<file path="src/rtl/yuyin_pkg.sv">
// Shared types and frame constants for the voice prompt arbiter.
// State encoding, play-frame bytes and the frame byte selector.
package yuyin_pkg;

    typedef enum logic [1:0] {
        IDLE,
        LOAD,
        SEND,
        HOLD
    } state_t;

    localparam logic [7:0] HDR      = 8'h7E;
    localparam logic [7:0] LEN      = 8'h04;
    localparam logic [7:0] CMD_PLAY = 8'h03;
    localparam logic [7:0] END      = 8'hEF;
    localparam int         FRAME_BYTES = 6;

    // Byte k of the play frame for track tt: 7E 04 03 TT CK EF.
    function automatic logic [7:0] frame_byte(
        input logic [2:0] k,
        input logic [7:0] tt
    );
        logic [7:0] b;
        unique case (k)
            3'd0:    b = HDR;
            3'd1:    b = LEN;
            3'd2:    b = CMD_PLAY;
            3'd3:    b = tt;
            3'd4:    b = LEN ^ CMD_PLAY ^ tt;
            default: b = END;
        endcase
        return b;
    endfunction

endpackage

</file>
<file path="src/rtl/yuyin_prompt_arbiter_if.sv">
// Request/grant/serial bundle between alert sources and the arbiter.
// master drives requests and player status; slave is the arbiter.
interface yuyin_prompt_arbiter_if #(
    parameter int NREQ = 6
);
    logic            enable;
    logic [NREQ-1:0] req;
    logic            player_busy;
    logic            uart_tx;
    logic [NREQ-1:0] grant;
    logic            busy;
    logic [NREQ-1:0] lost;

    modport master (
        output enable, req, player_busy,
        input  uart_tx, grant, busy, lost
    );

    modport slave (
        input  enable, req, player_busy,
        output uart_tx, grant, busy, lost
    );
endinterface

</file>
<file path="src/rtl/uart_tx_byte.sv">
// 8N1 byte transmitter, LSB first, idle high.
// done marks the last cycle of the stop bit so a new start can follow gaplessly.
module uart_tx_byte #(
    parameter int BIT_CYC = 2500
) (
    input  logic       clk_24m,
    input  logic       rst_n,
    input  logic       start,
    input  logic [7:0] data,
    output logic       done,
    output logic       tx
);
    localparam int CW = (BIT_CYC > 1) ? $clog2(BIT_CYC) : 1;
    localparam logic [CW-1:0] CYC_LAST = CW'(BIT_CYC - 1);

    logic          active;
    logic [CW-1:0] cyc;
    logic [3:0]    bitn;
    logic [8:0]    sh;

    assign done = active && (cyc == CYC_LAST) && (bitn == 4'd9);

    // Shift out start, eight data bits and stop, BIT_CYC cycles each.
    always_ff @(posedge clk_24m or negedge rst_n) begin
        if (!rst_n) begin
            active <= 1'b0;
            cyc    <= '0;
            bitn   <= '0;
            sh     <= '1;
            tx     <= 1'b1;
        end else if (start) begin
            active <= 1'b1;
            cyc    <= '0;
            bitn   <= '0;
            sh     <= {1'b1, data};
            tx     <= 1'b0;
        end else if (active) begin
            if (cyc != CYC_LAST) begin
                cyc <= cyc + 1'b1;
            end else begin
                cyc <= '0;
                if (bitn == 4'd9) begin
                    active <= 1'b0;
                end else begin
                    tx   <= sh[0];
                    sh   <= {1'b1, sh[8:1]};
                    bitn <= bitn + 4'd1;
                end
            end
        end
    end

endmodule

</file>
<file path="src/rtl/yuyin_prompt_arbiter.sv">
// Fixed-priority arbiter sharing the voice-player UART between alert sources.
// Optional PROMPT_PREEMPT_EN: a higher-priority request cuts the post-frame hold short.
module yuyin_prompt_arbiter
    import yuyin_pkg::*;
#(
    parameter int         NREQ       = 6,
    parameter int         CLK_HZ     = 24_000_000,
    parameter int         BAUD       = 9600,
    parameter int         HOLD_CYC   = 72_000_000,
    parameter logic [7:0] TRACK_BASE = 8'h01
) (
    input logic                   clk_24m,
    input logic                   rst_n,
    yuyin_prompt_arbiter_if.slave bus
);
    localparam int BIT_CYC = CLK_HZ / BAUD;
    localparam int IW = (NREQ > 1) ? $clog2(NREQ) : 1;
    localparam int HW = (HOLD_CYC > 1) ? $clog2(HOLD_CYC) : 1;
    localparam logic [HW-1:0]   HOLD_LAST = HW'(HOLD_CYC - 1);
    localparam logic [2:0]      LAST_BYTE = 3'(FRAME_BYTES - 1);
    localparam logic [NREQ-1:0] ONE = NREQ'(1);

    logic [NREQ-1:0] req_s1, req_s2, req_s3;
    logic            pb_s1, pb_s2;
    logic [NREQ-1:0] rise;
    logic [NREQ-1:0] pending;
    logic [NREQ-1:0] clr;
    logic [NREQ-1:0] lost;
    logic [NREQ-1:0] grant;
    logic            busy;
    state_t          state;
    logic [IW-1:0]   idx;
    logic [IW-1:0]   pick_idx;
    logic            pick_ok;
    logic            load_go;
    logic [2:0]      byte_cnt;
    logic [HW-1:0]   hold_cnt;
    logic [7:0]      tt;
    logic            tx_start;
    logic [7:0]      tx_data;
    logic            tx_done;
    logic            tx;

    assign rise = req_s2 & ~req_s3;
    assign tt   = TRACK_BASE + 8'(idx);

    // Bring async request and BUSY pins into the clock domain.
    always_ff @(posedge clk_24m or negedge rst_n) begin
        if (!rst_n) begin
            req_s1 <= '0;
            req_s2 <= '0;
            req_s3 <= '0;
            pb_s1  <= 1'b0;
            pb_s2  <= 1'b0;
        end else begin
            req_s1 <= bus.req;
            req_s2 <= req_s1;
            req_s3 <= req_s2;
            pb_s1  <= bus.player_busy;
            pb_s2  <= pb_s1;
        end
    end

    // Lowest pending index wins.
    always_comb begin
        pick_idx = '0;
        pick_ok  = 1'b0;
        for (int i = NREQ - 1; i >= 0; i--) begin
            if (pending[i]) begin
                pick_idx = IW'(i);
                pick_ok  = 1'b1;
            end
        end
    end

    // Decide when a new grant is taken this cycle.
    always_comb begin
        load_go = 1'b0;
        unique case (state)
            IDLE: load_go = bus.enable & pick_ok;
            HOLD: begin
`ifdef PROMPT_PREEMPT_EN
                load_go = bus.enable & pick_ok & (pick_idx < idx);
`else
                load_go = 1'b0;
`endif
            end
            default: load_go = 1'b0;
        endcase
    end

    assign clr = load_go ? (ONE << pick_idx) : '0;

    // Latch request edges; new edges beat a same-cycle clear.
    always_ff @(posedge clk_24m or negedge rst_n) begin
        if (!rst_n) begin
            pending <= '0;
            lost    <= '0;
        end else begin
            if (!bus.enable) begin
                pending <= '0;
            end else begin
                pending <= (pending & ~clr) | rise;
                lost    <= lost | (rise & pending);
            end
        end
    end

    // Feed the next frame byte into the transmitter with no gap.
    always_comb begin
        tx_start = 1'b0;
        tx_data  = frame_byte(3'd0, tt);
        if (state == LOAD) begin
            tx_start = 1'b1;
        end else if (state == SEND && tx_done && byte_cnt != LAST_BYTE) begin
            tx_start = 1'b1;
            tx_data  = frame_byte(byte_cnt + 3'd1, tt);
        end
    end

    // Arbitration sequence: grant, send frame, hold off for playback.
    always_ff @(posedge clk_24m or negedge rst_n) begin
        if (!rst_n) begin
            state    <= IDLE;
            idx      <= '0;
            grant    <= '0;
            busy     <= 1'b0;
            byte_cnt <= '0;
            hold_cnt <= '0;
        end else begin
            unique case (state)
                IDLE: begin
                    if (load_go) begin
                        state <= LOAD;
                        idx   <= pick_idx;
                        grant <= ONE << pick_idx;
                        busy  <= 1'b1;
                    end
                end
                LOAD: begin
                    state    <= SEND;
                    byte_cnt <= '0;
                end
                SEND: begin
                    if (tx_done) begin
                        if (byte_cnt == LAST_BYTE) begin
                            state    <= HOLD;
                            hold_cnt <= '0;
                        end else begin
                            byte_cnt <= byte_cnt + 3'd1;
                        end
                    end
                end
                HOLD: begin
                    if (!bus.enable) begin
                        state <= IDLE;
                        grant <= '0;
                        busy  <= 1'b0;
                    end else if (load_go) begin
                        state <= LOAD;
                        idx   <= pick_idx;
                        grant <= ONE << pick_idx;
                    end else if (hold_cnt != HOLD_LAST) begin
                        hold_cnt <= hold_cnt + 1'b1;
                    end else if (!pb_s2) begin
                        state <= IDLE;
                        grant <= '0;
                        busy  <= 1'b0;
                    end
                end
                default: state <= IDLE;
            endcase
        end
    end

    uart_tx_byte #(
        .BIT_CYC (BIT_CYC)
    ) u_tx (
        .clk_24m (clk_24m),
        .rst_n   (rst_n),
        .start   (tx_start),
        .data    (tx_data),
        .done    (tx_done),
        .tx      (tx)
    );

    assign bus.uart_tx = tx;
    assign bus.grant   = grant;
    assign bus.busy    = busy;
    assign bus.lost    = lost;

endmodule
</file>
<file path="src/flat_wrapper.sv">
// flat-port wrapper written by rule: the top's interface ports become plain ports
module yuyin_prompt_arbiter_flat import yuyin_pkg::*;
#(
    parameter int         NREQ       = 6,
    parameter int         CLK_HZ     = 24_000_000,
    parameter int         BAUD       = 9600,
    parameter int         HOLD_CYC   = 72_000_000,
    parameter logic [7:0] TRACK_BASE = 8'h01
)
  (clk_24m, rst_n, bus_enable, bus_req, bus_player_busy, bus_uart_tx, bus_grant, bus_busy, bus_lost);
  yuyin_prompt_arbiter_if #(.NREQ(NREQ)) bus_i ();
  input logic clk_24m;
  input logic rst_n;
  input wire logic [$bits(bus_i.enable)-1:0] bus_enable;
  input wire logic [$bits(bus_i.req)-1:0] bus_req;
  input wire logic [$bits(bus_i.player_busy)-1:0] bus_player_busy;
  output wire logic [$bits(bus_i.uart_tx)-1:0] bus_uart_tx;
  output wire logic [$bits(bus_i.grant)-1:0] bus_grant;
  output wire logic [$bits(bus_i.busy)-1:0] bus_busy;
  output wire logic [$bits(bus_i.lost)-1:0] bus_lost;
  assign bus_i.enable = bus_enable;
  assign bus_i.req = bus_req;
  assign bus_i.player_busy = bus_player_busy;
  assign bus_uart_tx = bus_i.uart_tx;
  assign bus_grant = bus_i.grant;
  assign bus_busy = bus_i.busy;
  assign bus_lost = bus_i.lost;
  yuyin_prompt_arbiter #(.NREQ(NREQ), .CLK_HZ(CLK_HZ), .BAUD(BAUD), .HOLD_CYC(HOLD_CYC), .TRACK_BASE(TRACK_BASE)) u_core (.clk_24m(clk_24m), .rst_n(rst_n), .bus(bus_i));
endmodule
</file>
<file path="config.mk">
export PLATFORM = sky130hd
export DESIGN_NAME = yuyin_prompt_arbiter_flat
export DESIGN_NICKNAME = d
export VERILOG_FILES = /design/src/rtl/yuyin_pkg.sv /design/src/rtl/yuyin_prompt_arbiter_if.sv /design/src/rtl/uart_tx_byte.sv /design/src/rtl/yuyin_prompt_arbiter.sv /design/src/flat_wrapper.sv
export SDC_FILE = /design/constraint.sdc
export NUM_CORES = 1
export LEC_CHECK = 0
export BUFFER_PORTS_ARGS = -buffer_cell sky130_fd_sc_hd__clkbuf_2
export CORE_MARGIN = 4
export CORE_UTILIZATION = 40
export CTS_BUF_LIST = sky130_fd_sc_hd__clkbuf_2
export CTS_CLUSTER_SIZE = 16
export DETAILED_ROUTE_END_ITERATION = 8
export PLACE_DENSITY_LB_ADDON = 0.08
export SLEW_MARGIN = 20
export SYNTH_ARGS = -nofsm -noshare
export SYNTH_HDL_FRONTEND = slang
export SYNTH_SLANG_ARGS = --single-unit
</file>
<file path="constraint.sdc">
create_clock -name clk_24m -period 3.6 [get_ports clk_24m]
set_clock_uncertainty 0.1 [all_clocks]
set_input_delay 0.72 -clock clk_24m [delete_from_list [all_inputs] [get_ports clk_24m]]
set_output_delay 0.72 -clock clk_24m [all_outputs]
set_load 0.1 [all_outputs]
</file>
==> metrics <==
status finished, final reports clean; GR Layer Usage met1 22.19%; Hold Crit Class flip-flop to flip-flop; fin. max-slew vios 0; Synth Flop Type dfrtp_1; GRT met2 Usage 23.49%; Detailed Route WL 10,360 um; layout cells sized above 1 13.49%; final instance area 5463 um2; Antenna Cells 0; Final GP Congestion 0.8580; post-cts gate resize count 0; nets 562; synthesized instance count 505; number of distinct library cells after synthesis 59; Critical Path RT 4.03 ns; worst-path fanout max 11; final cycle utilization of the critical path 77.99%; Area after DPL 5273 um2; clk root buf clkbuf_2; Vias/cell approximately 5.3; synthesized cell area 4951 um2; DR WL/cell 14.61 um; EDFF count, synth 0; Core Box Area approximately 12,000 um2; worst-skew pair later-pin latency 0.61 ns; gr usage total 15.61%; Die ar. 14,220 um2; Die Y roughly 120 um; Leak Pwr between 2 and 2.5 nW; Detail Placement HPWL 7232 um; Ports 24; worst rel slew slack 49.06%; DR vias 3,745; pwr dens slightly below 600 nW/um2; Fin. Hold Viols 0; Worst setup SP type flip-flop; Synth Warn # 0; Avg Inst Size Synth 9.804 um2; critical path data arrival time roughly 3.2 ns; initial drt markers 306; first-pass GRT wire length 18,260 um; Final Critical Period ~2.8 ns; H-Tree Depth 3; Hold Slack roughly 0.29 ns; die width approximately 120 um; Crit-path slowest cell dfrtp_1; async set-reset flop share out of synthesis between 90% and 100%; PortBufs 23; setup TNS 0 ns; crit path kind flip-flop to flip-flop; initial antenna violation count 0; RSZ-0062 raised after global routing no; Max Cap Viol 0; met3 Use GR 4.511%; area growth from synthesis to layout 10.34%; synthesized flop and latch total 100; number of failing setup endpoints in the final timing report 0; sequential share of the synthesized area 50.77%; TritonCTS Buffers 9; fmax 356.2 MHz; Sink Count 100; Worst-path clk slew 0.31 ns; worst slew pin tran 0.7641 ns; vias in the first global route 3,677; DR pass1 iterations 5; clk buf depth 2; DRC viols 0; Core Rows 40; Mapped Nets approximately 530; worst-path cell chain ha_1 > nand3_1 > or2_2 > nor4_1 > buf_4 > o22ai_1 > nor2_1 > mux2_2; initial cell density of the core between 40 and 50%; CTS tree yes; CP max stage delay 0.48 ns; GR Overflow Total 0; Final ANT Viol Nets 0; final worst slack between 0.7 and 0.8 ns; dpl ws 0.8171 ns; critical path endpoint category flip-flop; pin count of the biggest net entering global routing 52; GRT Max-Usage Layer met2; Max VDD drop 0.3768 mV
==> worst paths after layout <==
| path | from | endpoint | slack, ns | cells past startpoint |
|---|---|---|---|---|
| hold reg to reg | u_core.req_s1[5]$_DFF_PN0_ | u_core.req_s2[5]$_DFF_PN0_ | 0.29 | 0 |
| max in group asynchronous | rst_n | u_core.bus.busy$_DFFE_PN0P_ | 2.17 | 3 |
| hold / removal | u_core.req_s1[5]$_DFF_PN0_ | u_core.req_s2[5]$_DFF_PN0_ | 0.29 | 0 |
| setup / recovery | u_core.hold_cnt[0]$_DFFE_PN0P_ | u_core.bus.grant[2]$_DFFE_PN0P_ | 0.79 | 8 |
| min in group asynchronous | rst_n | u_core.hold_cnt[16]$_DFFE_PN0P_ | 0.55 | 2 |
| setup reg to reg | u_core.hold_cnt[0]$_DFFE_PN0P_ | u_core.bus.grant[2]$_DFFE_PN0P_ | 0.79 | 8 |
==> report_power, final <==
part	switching (W)	internal, W	leakage, nW	total [W]
logic	0.000920	0.000373	1.07	0.00129
registers	0.000131	0.00129	1.27	0.00142
clock network	0.000416	0.000111	0.0673	0.000527
total	0.00147	0.00177	2.40	0.00324
==> worst max-delay path, delay by kind of cell (launching register included) <==
kind,cells,cell delay (ns)
flops,1,0.48
simple gates,4,1.12
fa+ha+maj,1,0.22
compound gates,1,0.25
mux,1,0.35
buf+inv,1,0.20
==> kinds of logic after synthesis <==
family | Yosys count | share of synthesized area, %
simple gates | 217 | 22.31
compound gates | 112 | 14.99
flops | 100 | 50.77
buf+inv | 34 | 2.856
fa+ha+maj | 16 | 4.043
xor+xnor | 14 | 2.477
mux | 12 | 2.552
==> stage by stage <==
stage | util, % | power [W] | instances
after floorplan | - | 0.002439 | 505
final | 45.29 | 0.003241 | 709
after CTS | 45.12 | 0.003292 | 707
after global routing | 45.29 | 0.003499 | 709
after detailed placement | 43.71 | 0.002737 | 685
after global placement | 43.71 | 0.002716 | 685
==> Yosys cell counts (11+ instances only) <==
| library cell | instances | area share, % |
|---|---|---|
| o21ai_0 | 24 | 2.4 |
| nand2b_1 | 11 | 1.4 |
| nand2_1 | 63 | 4.8 |
| a31oi_1 | 18 | 2.3 |
| nand3_1 | 25 | 2.5 |
| nor2_1 | 45 | 3.4 |
| clkbuf_1 | 15 | 1.1 |
| dfrtp_1 | 91 | 46 |
| inv_1 | 15 | 1.1 |
| and3_1 | 12 | 1.5 |
| a21oi_1 | 25 | 2.5 |
| ha_1 | 16 | 4.0 |
==> layout by cell type (no fill, tap or decap), types with 4 or more instances in the layout <==
cell / netlist / routed
nor4_1: 7 / 6
or3_1: 4 / 4
dlygate4sd3_1: 0 / 8
a31oi_1: 18 / 18
xnor2_1: 5 / 5
inv_1: 15 / 15
o21bai_1: 4 / 4
mux2_2: 5 / 5
nand4_1: 9 / 9
mux2i_1: 7 / 7
nand2_1: 63 / 63
nor2b_1: 5 / 5
and3_1: 12 / 12
o41ai_1: 8 / 8
nor3_1: 9 / 9
xor2_1: 9 / 9
nor2_1: 45 / 45
o21ai_0: 24 / 24
or2_2: 4 / 4
dfrtp_1: 91 / 91
ha_1: 16 / 16
clkbuf_2: 0 / 31
dfstp_2: 9 / 9
nor4b_1: 4 / 4
a21oi_1: 25 / 25
nand3_1: 25 / 25
o22a_1: 5 / 5
a21boi_0: 4 / 4
nand2b_1: 11 / 11
buf_4: 1 / 8
==> sequential cells by signal, summed over array words and instances (netlist names), 6 cells and up <==
name,count
u_core.bus.grant,6
u_core.req_s2,6
u_core.req_s1,6
u_core.bus.lost,6
u_core.pending,6
u_core.hold_cnt,27
u_core.u_tx.cyc,12
u_core.req_s3,6
u_core.u_tx.sh,8
==> layout make-up <==
| type | instances | area, um2 |
|---|---|---|
| Clock buffer | 9 | 45.04 |
| Tap cell | 168 | 210.2 |
| Timing Repair Buffer | 39 | 270.3 |
| Multi-Input combinational cell | 371 | 2302 |
| Clock inverter | 7 | 65.06 |
| Inverter | 15 | 56.30 |
| Sequential cell | 100 | 2514 |
| Fill cell | 1177 | 6599 |
==> per-layer routing <==
layer	part of all wire (%)	up-vias	wire, um
met5	0	-	0
met4	0.90	0	93
met3	3.9	5	405
met2	46	52	4726
met1	50	1810	5132
li1	-	1878	-
==> what timing repair did <==
action,CTS,global route
hold buffers,6,2
hold endpoints to repair,45,2
setup buffers,0,0
No activity file was read; power rests on OpenSTA's default activity.
